[src/rtl/register_list_sequencer.sv]
// Load/store-multiple register list sequencer: walks a 16-bit register list in
// ascending order, issuing one (register, word address) transfer per accepted cycle.
module register_list_sequencer #(
  parameter int unsigned ADDR_WIDTH = 32
) (
  input  logic                  clk,
  input  logic                  reset,
  input  logic                  start,
  input  logic [15:0]           reg_list,
  input  logic [1:0]            mode,
  input  logic [ADDR_WIDTH-1:0] base_addr,
  input  logic                  ready,
  output logic                  busy,
  output logic                  valid,
  output logic [3:0]            reg_num,
  output logic [ADDR_WIDTH-1:0] addr,
  output logic                  first,
  output logic                  last,
  output logic                  done,
  output logic [ADDR_WIDTH-1:0] wb_addr
);

  localparam int unsigned LIST_W = 16;
  localparam int unsigned CNT_W  = 5;
  localparam int unsigned IDX_W  = 4;

  localparam logic [1:0] MODE_IA = 2'd0;
  localparam logic [1:0] MODE_IB = 2'd1;
  localparam logic [1:0] MODE_DA = 2'd2;

  typedef enum logic [1:0] {S_IDLE, S_XFER, S_DONE} state_t;

  state_t                r_state, w_state;
  logic [LIST_W-1:0]     r_pending, w_pending;
  logic                  r_busy, w_busy;
  logic                  r_valid, w_valid;
  logic [IDX_W-1:0]      r_reg_num, w_reg_num;
  logic [ADDR_WIDTH-1:0] r_addr, w_addr;
  logic                  r_first, w_first;
  logic                  r_last, w_last;
  logic                  r_done, w_done;
  logic [ADDR_WIDTH-1:0] r_wb_addr, w_wb_addr;

  logic [CNT_W-1:0]      w_cnt;
  logic [ADDR_WIDTH-1:0] w_span;
  logic [LIST_W-1:0]     w_pend_next;

  function automatic logic [CNT_W-1:0] popcount(input logic [LIST_W-1:0] v);
    logic [CNT_W-1:0] c;
    c = '0;
    for (int i = 0; i < LIST_W; i++) c = c + CNT_W'(v[i]);
    return c;
  endfunction

  // Isolate the lowest set bit, then one-hot encode it to an index.
  function automatic logic [IDX_W-1:0] lowest_idx(input logic [LIST_W-1:0] v);
    logic [LIST_W-1:0] iso;
    logic [IDX_W-1:0]  idx;
    iso = v & (~v + LIST_W'(1));
    idx = '0;
    for (int i = 0; i < LIST_W; i++) if (iso[i]) idx = idx | IDX_W'(i);
    return idx;
  endfunction

  assign w_cnt       = popcount(reg_list);
  assign w_span      = ADDR_WIDTH'(w_cnt) << 2;
  assign w_pend_next = r_pending & (r_pending - LIST_W'(1));

  always_comb begin
    w_state   = r_state;
    w_pending = r_pending;
    w_busy    = r_busy;
    w_valid   = r_valid;
    w_reg_num = r_reg_num;
    w_addr    = r_addr;
    w_first   = r_first;
    w_last    = r_last;
    w_done    = r_done;
    w_wb_addr = r_wb_addr;
    case (r_state)
      S_IDLE: begin
        w_busy  = 1'b0;
        w_valid = 1'b0;
        w_first = 1'b0;
        w_last  = 1'b0;
        w_done  = 1'b0;
        if (start) begin
          w_pending = reg_list;
          w_busy    = 1'b1;
          // Decrementing modes still walk upward, starting from the lowest word.
          case (mode)
            MODE_IA: w_addr = base_addr;
            MODE_IB: w_addr = base_addr + ADDR_WIDTH'(4);
            MODE_DA: w_addr = base_addr - w_span + ADDR_WIDTH'(4);
            default: w_addr = base_addr - w_span;
          endcase
          w_wb_addr = mode[1] ? (base_addr - w_span) : (base_addr + w_span);
          if (reg_list != '0) begin
            w_state   = S_XFER;
            w_valid   = 1'b1;
            w_first   = 1'b1;
            w_reg_num = lowest_idx(reg_list);
            w_last    = (w_cnt == CNT_W'(1));
          end else begin
            w_state = S_DONE;
            w_done  = 1'b1;
          end
        end
      end
      S_XFER: begin
        if (ready) begin
          w_pending = w_pend_next;
          w_addr    = r_addr + ADDR_WIDTH'(4);
          w_first   = 1'b0;
          if (r_last) begin
            w_state = S_DONE;
            w_valid = 1'b0;
            w_last  = 1'b0;
            w_done  = 1'b1;
          end else begin
            w_reg_num = lowest_idx(w_pend_next);
            w_last    = ((w_pend_next & (w_pend_next - LIST_W'(1))) == '0);
          end
        end
      end
      S_DONE: begin
        w_state = S_IDLE;
        w_busy  = 1'b0;
        w_valid = 1'b0;
        w_done  = 1'b0;
      end
      default: begin
        w_state = S_IDLE;
        w_busy  = 1'b0;
        w_valid = 1'b0;
        w_first = 1'b0;
        w_last  = 1'b0;
        w_done  = 1'b0;
      end
    endcase
  end

  always_ff @(posedge clk or posedge reset) begin
    if (reset) begin
      r_state   <= S_IDLE;
      r_pending <= '0;
      r_busy    <= 1'b0;
      r_valid   <= 1'b0;
      r_reg_num <= '0;
      r_addr    <= '0;
      r_first   <= 1'b0;
      r_last    <= 1'b0;
      r_done    <= 1'b0;
      r_wb_addr <= '0;
    end else begin
      r_state   <= w_state;
      r_pending <= w_pending;
      r_busy    <= w_busy;
      r_valid   <= w_valid;
      r_reg_num <= w_reg_num;
      r_addr    <= w_addr;
      r_first   <= w_first;
      r_last    <= w_last;
      r_done    <= w_done;
      r_wb_addr <= w_wb_addr;
    end
  end

  assign busy    = r_busy;
  assign valid   = r_valid;
  assign reg_num = r_reg_num;
  assign addr    = r_addr;
  assign first   = r_first;
  assign last    = r_last;
  assign done    = r_done;
  assign wb_addr = r_wb_addr;

endmodule

[config.mk]
export PLATFORM = sky130hd
export DESIGN_NAME = register_list_sequencer
export DESIGN_NICKNAME = d
export VERILOG_FILES = /design/src/rtl/register_list_sequencer.sv
export SDC_FILE = /design/constraint.sdc
export NUM_CORES = 1
export LEC_CHECK = 0
export CAP_MARGIN = 10
export CORE_ASPECT_RATIO = 0.6
export CORE_UTILIZATION = 30
export DETAILED_ROUTE_END_ITERATION = 10
export PLACE_DENSITY = 0.47
export SYNTH_ARGS = -nofsm -noshare
export SYNTH_HDL_FRONTEND = slang
export SYNTH_SLANG_ARGS = --single-unit
[constraint.sdc]
create_clock -name clk -period 3.91 [get_ports clk]
set_input_delay 0.5865 -clock clk [delete_from_list [all_inputs] [get_ports clk]]
set_output_delay 0.5865 -clock clk [all_outputs]
set_load 0.02 [all_outputs]
==> flow_metrics.py, run 1 <==
metrics = {
    "clock_tree": {
        "cts_buffers": 9,
        "ctsLongestPathBuffers": 2,
        "clock_sinks": 91,
        "cts.clk_slew.worst_paths_ns": 0.07,
        "cts_tree": "done",
        "clock_latency_ns": 0.39,
        "cts_root_buffer": "clkbuf_16",
        "htree_num_levels": 3,
    },
    "finish": {
        "design_area_um2": 14900,
        "drive_gt1_frac": 0.347,
        "fin_cells": 2013,
        "final_nets": 1689,
        "area_growth_pct": 62.0,
        "post-route-util": 0.497,
        "diodes": 0,
    },
    "yosys": {
        "synth-edff-count": 0,
        "synth_top_family_by_area": "simple AND/OR/NAND/NOR gates",
        "syn_area_um2": 9210,
        "synth_xor_area_frac": 0.0826,
        "yosysWarnings": 0,
        "async_reset_ff_frac": 1.00,
        "synth_compound_area_frac": 0.263,
        "ys_seq_elements": 91,
        "syn_inst": 1250,
        "synth_seq_area_share": 0.247,
        "synth_cell_types": 83,
        "synth_mux_area_frac": 0.0132,
        "synthAdderAreaFrac": 0.0649,
        "synthesis.nets": 1339,
        "avgSynthCellArea_um2": 7.37,
        "synth-simple-area-share": 0.265,
        "synth_ff_type": "dfrtp_1",
    },
    "drt": {
        "first_pass_iters": 5,
        "wl_per_cell_um": 19.7,
        "drt_iter0_drc": 908,
        "route.detailed.drc": 0,
        "num_vias": 10779,
        "ant_nets": 0,
        "routed_via_density": 5.35,
        "routed_wl_um": 39600,
    },
    "placed_design": {
        "pre_cts_ws_ns": -3.40,
        "placed_area_um2": 12900,
        "numPortBuffers": 126,
        "dp_hpwl_um": 29600,
        "place_congestion": 0.913,
        "placedCellCount": 1930,
    },
    "sta": {
        "fin_tns_setup_ns": -101.46,
        "rsz0062_at_grt": "yes",
        "fin_worst_skew_ns": 0.00891,
        "fmaxAchievable_mhz": 157,
        "setup_viol": 59,
        "period_share": 1.63,
        "final.min_clock_period_ns": 6.36,
        "slew_headroom": 0.375,
        "setup_slack_ns": -2.45,
        "slew_viol_final": 0,
        "hold_viol": 0,
        "tightest_slew_ns": 0.938,
    },
    "critical_path": {
        "cp_top_family": "adder cells",
        "reg2reg_to": "reg_num[3]$_DFFE_PP0P_",
        "cp.depth": 28,
        "critical_path_class": "input pin to flip-flop",
        "crit_fanout": 5,
        "r2r_cells": 8,
        "end_kind": "flip-flop",
        "arrival_ns": 6.63,
        "startpoint_type": "input pin",
        "slowest_stage": "or4_4",
        "critPathBufInv": 10,
        "rrSetupSlack_ns": 0.44,
        "required_ns": 4.18,
        "cp_slowest_stage_delay_ns": 0.52,
        "r2r_start": "r_pending[3]$_DFFE_PP0P_",
    },
    "floorplan": {
        "die_x_um": 228,
        "row_count": 49,
        "core_area_um2": 30000,
        "die_y_um": 138,
        "io-pin-count": 127,
        "initial_core_util": 0.307,
        "die-area_um2": 31400,
    },
    "run": {
        "drv_cap": 0,
    },
    "worst_hold_path": {
        "min_from": "wb_addr[17]$_DFFE_PP0P_",
        "min_to": "wb_addr[17]$_DFFE_PP0P_",
        "holdPathStages": 2,
        "holdCritPathClass": "flip-flop to flip-flop",
    },
    "global_routing": {
        "antenna_found_initial": 0,
        "grt_pass1_vias": 10214,
        "grt_pass1_wl_um": 60700,
        "grt_max_degree": 79,
        "grt_use_total": 0.253,
        "grt_overflow_total": 0,
    },
    "pwr": {
        "peakVddDrop_v": 0.000676,
        "p_per_area_nw_per_um2": 714,
        "leakage_nw": 6.17,
    },
    "run_status": {
        "violations": "negative setup slack",
        "outcome": "finished with violations",
    },
}
## area by class of cell
| type | count | area [um2] |
|---|---|---|
| Fill cell | 2961 | 15100 |
| Multi-Input combinational cell | 1011 | 7770 |
| Timing Repair Buffer | 432 | 3850 |
| Sequential cell | 91 | 2280 |
| Tap cell | 408 | 510 |
| Clock buffer | 10 | 239 |
| Inverter | 55 | 216 |
| Clock inverter | 6 | 63.8 |
## what timing repair did
action | 4_1_cts | 5_1_grt
buffers inserted | 55 | 28
resized for setup | 194 | 118
pin swaps | 127 | 76
setup endpoints to repair | 60 | 60
endpoints found under the hold margin | 0 | 0
hold buffers | 0 | 0
## sequential cells by signal, summed over array words and instances (netlist names)
name / cells
reg_num: 4
first: 1
wb_addr: 32
r_pending: 16
r_state: 2
addr: 32
busy: 1
valid: 1
done: 1
last: 1
## cells in the mapped netlist, types with 15 or more instances
cell | count | share of area
clkbuf_1 | 74 | 0.030
ha_1 | 23 | 0.031
o22ai_1 | 15 | 0.010
xor2_1 | 39 | 0.037
inv_1 | 55 | 0.022
or3_1 | 16 | 0.011
and3_1 | 18 | 0.012
a21oi_1 | 128 | 0.070
xnor2_1 | 46 | 0.044
nor4_1 | 15 | 0.010
a31oi_1 | 20 | 0.014
nor2_1 | 115 | 0.047
o21ai_0 | 101 | 0.055
nand2_1 | 140 | 0.057
nand3_1 | 40 | 0.022
nor3_1 | 40 | 0.022
dfrtp_1 | 91 | 0.25
## kinds of logic (layout without fill, tap and decap cells)
group           after synthesis  after routing
simple gates                480            480
compound gates              391            391
buf+inv                     148            503
xor+xnor                     86             86
flops                        91             91
mux                          12             12
fa+ha+maj                    42             42
## metal layers
metal / vias up / wire length [um] / global-route usage
li1: 5201 / - / -
met1: 5274 / 20300 / 0.379
met2: 277 / 16400 / 0.364
met3: 27 / 2510 / 0.0571
met4: 0 / 435 / 0.0500
met5: - / 0 / 0
## layout by cell type (no fill, tap or decap), types with 9 or more instances in the layout
master / netlist / final
buf_4: 3 / 245
nand2_1: 140 / 130
clkdlybuf4s50_1: 0 / 117
a21oi_1: 128 / 108
nor2_1: 115 / 95
dfrtp_1: 91 / 91
o21ai_0: 101 / 67
buf_6: 1 / 53
inv_1: 55 / 42
o21ai_1: 5 / 36
xnor2_1: 46 / 33
xor2_1: 39 / 33
nand3_1: 40 / 31
nor3_1: 40 / 22
a31oi_1: 20 / 17
and3_1: 18 / 15
o22ai_1: 15 / 15
nor3_4: 1 / 14
a21oi_2: 0 / 14
nor2_4: 0 / 13
ha_1: 23 / 13
nor4_4: 4 / 12
xnor2_2: 0 / 11
inv_2: 0 / 11
nand4_1: 10 / 10
fa_1: 12 / 10
and2_1: 11 / 9
or3_1: 16 / 9
or3_4: 2 / 9
o21a_1: 9 / 9
clkbuf_16: 0 / 9
## where the power goes
part | total [W] | leakage [nW] | switching [W] | internal [W]
clock | 0.000980 | 0.145 | 0.000466 | 0.000514
sequential | 0.00186 | 1.12 | 0.000485 | 0.00138
combinational | 0.00781 | 4.90 | 0.00406 | 0.00375
## worst register-to-register path: stages (launching register included)
cell and delay, ns:
dfrtp_1 0.42, or3_1 0.45, or2_1 0.26, or4_1 0.66
or2_1 0.31, or3_1 0.40, a2111oi_2 0.53, a311oi_1 0.16
a31oi_1 0.21
## worst max-delay path by stage
| stage | end | startpoint | slack, ns |
|---|---|---|---|
| 2_1_floorplan | addr[29]$_DFFE_PP0P_ | reg_list[11] | -2.39 |
| 3_3_place_gp | addr[29]$_DFFE_PP0P_ | reg_list[5] | -3.31 |
| 3_5_place_dp | addr[29]$_DFFE_PP0P_ | reg_list[5] | -3.40 |
| 4_1_cts | addr[29]$_DFFE_PP0P_ | reg_list[13] | -2.46 |
| 5_1_grt | addr[30]$_DFFE_PP0P_ | reg_list[13] | -2.63 |
| 6_report | addr[29]$_DFFE_PP0P_ | reg_list[9] | -2.45 |
## stage by stage
stage | power, W | hold WS (ns)
finish | 0.0106 | 0.484
global route | 0.0113 | 0.513
CTS | 0.0100 | 0.486
detailed placement | 0.00820 | 0.470
global placement | 0.00815 | 0.462
floorplan | 0.00548 | 0.533
(Power assumes the default switching activity.)
==> inputs of run 2 (changes only) <==
--- a/config.mk
+++ b/config.mk
@@ -13,3 +13,4 @@
 export SYNTH_ARGS = -nofsm -noshare
 export SYNTH_HDL_FRONTEND = slang
 export SYNTH_SLANG_ARGS = --single-unit
+export TNS_END_PERCENT = 5
==> flow_metrics.py, run 2 (synthesis gave the netlist of run 1 again) <==
metrics = {
    "drt": {
        "route.detailed.drc": 0,
        "num_vias": 10592,
        "wl_per_cell_um": 19.0,
        "routed_wl_um": 37500,
        "first_pass_iters": 5,
        "ant_nets": 0,
        "routed_via_density": 5.37,
        "drt_iter0_drc": 964,
    },
    "sta": {
        "final.min_clock_period_ns": 6.41,
        "setup_slack_ns": -2.50,
        "setup_viol": 59,
        "slew_viol_final": 0,
        "period_share": 1.64,
        "rsz0062_at_grt": "yes",
        "fmaxAchievable_mhz": 156,
        "tightest_slew_ns": 1.22,
        "holdWs_ns": 0.476,
        "slew_headroom": 0.183,
        "hold_viol": 0,
        "fin_worst_skew_ns": 0.0141,
    },
    "clock_tree": {
        "cts_tree": "done",
        "ctsLongestPathBuffers": 2,
        "cts_buffers": 9,
        "cts_root_buffer": "clkbuf_16",
        "hold_buffers": 0,
        "clock_latency_ns": 0.38,
        "htree_num_levels": 3,
        "cts.clk_slew.worst_paths_ns": 0.07,
        "clock_sinks": 91,
    },
    "worst_hold_path": {
        "min_from": "wb_addr[0]$_DFFE_PP0P_",
        "holdCritPathClass": "flip-flop to flip-flop",
        "min_to": "wb_addr[0]$_DFFE_PP0P_",
        "holdPathStages": 2,
    },
    "global_routing": {
        "grt_max_degree": 79,
        "grt_use_total": 0.243,
        "antenna_found_initial": 0,
        "grt_pass1_wl_um": 58500,
        "grt_pass1_vias": 9843,
        "grt_overflow_total": 0,
    },
    "floorplan": {
        "initial_core_util": 0.307,
        "die-area_um2": 31400,
        "row_count": 49,
        "io-pin-count": 127,
        "core_area_um2": 30000,
        "die_x_um": 228,
        "die_y_um": 138,
    },
    "pwr": {
        "peakVddDrop_v": 0.000734,
        "leakage_nw": 5.73,
        "p_total_w": 0.00966,
        "p_per_area_nw_per_um2": 700,
    },
    "critical_path": {
        "crit_fanout": 7,
        "critical_path_class": "input pin to flip-flop",
        "rrSetupSlack_ns": 0.49,
        "cp_slowest_stage_delay_ns": 0.55,
        "startpoint_type": "input pin",
        "arrival_ns": 6.67,
        "end_kind": "flip-flop",
        "slowest_stage": "or4_4",
        "critPathBufInv": 9,
        "cp_top_family": "adder cells",
        "cp-startpoint": "reg_list[15]",
        "r2r_cells": 10,
        "r2r_start": "r_pending[4]$_DFFE_PP0P_",
        "required_ns": 4.18,
        "cp.depth": 27,
        "reg2reg_to": "reg_num[3]$_DFFE_PP0P_",
    },
    "placed_design": {
        "place_congestion": 0.937,
        "placedCellCount": 1936,
        "dp_hpwl_um": 29300,
        "numPortBuffers": 126,
    },
    "finish": {
        "layout_common_cells": "buf_4, nand2_1, clkdlybuf4s50_1",
        "area_growth_pct": 50.0,
        "diodes": 0,
        "fin_cells": 1971,
        "drive_gt1_frac": 0.288,
        "final_common_cell": "buf_4",
        "final_nets": 1647,
    },
    "run_status": {
        "violations": "negative setup slack",
        "outcome": "finished with violations",
    },
    "run": {
        "drv_cap": 0,
    },
}
==> run 2: area by class of cell <==
cell class,count,area [um2]
multi-input combinational,1011,7160
fill,3052,16200
tap,408,510
timing repair buffer,390,3350
clock buffer,10,239
inverter,55,216
sequential,91,2280
clock inverter,6,63.8
==> run 2: timing repair <==
item                                    CTS  global route
gates resized for setup                 140            61
endpoints found under the setup margin   60            60
pin swaps                                68            39
setup buffers                             8            14
gates cloned                              1             0
==> run 2: worst register-to-register path: stages, from the launching register on <==
cell       delay (ns)
dfrtp_1          0.39
or3_1            0.47
or2_1            0.27
or4_1            0.63
or2_1            0.30
nor2_1           0.17
nand2_1          0.17
a21oi_1          0.21
a2111oi_2        0.07
a311oi_1         0.47
a31oi_1          0.15
==> run 2: how the worst max path moves through the flow <==
stage | endpoint
floorplan | addr[31]$_DFFE_PP0P_
global placement | addr[29]$_DFFE_PP0P_
detailed placement | addr[29]$_DFFE_PP0P_
CTS | addr[26]$_DFFE_PP0P_
global route | addr[29]$_DFFE_PP0P_
finish | addr[29]$_DFFE_PP0P_
==> run 2: routing by layer <==
layer,part of all wire,wire (um),global-route usage,vias up
met5,0,0,0,-
met4,0.0075,282,0.0414,0
met3,0.079,2980,0.0631,17
met2,0.40,14900,0.340,342
met1,0.52,19300,0.368,5107
li1,-,-,-,5126
==> run 2: power by group <==
group	total [W]	switching (W)	internal [W]
clock	0.000948	0.000435	0.000513
combinational	0.00685	0.00363	0.00322
sequential	0.00187	0.000491	0.00138
==> run 2: stage by stage <==
step	setup WS (ns)	setup TNS (ns)	instance area (um2)	utilization
final	-2.50	-103.77	13800	0.460
after CTS	-2.55	-105.63	13600	0.452
after global routing	-2.66	-116.08	13800	0.460
after floorplan	-2.40	-92.90	9440	-
after detailed placement	-3.44	-159.67	12700	0.424
after global placement	-3.37	-157.35	12700	0.424
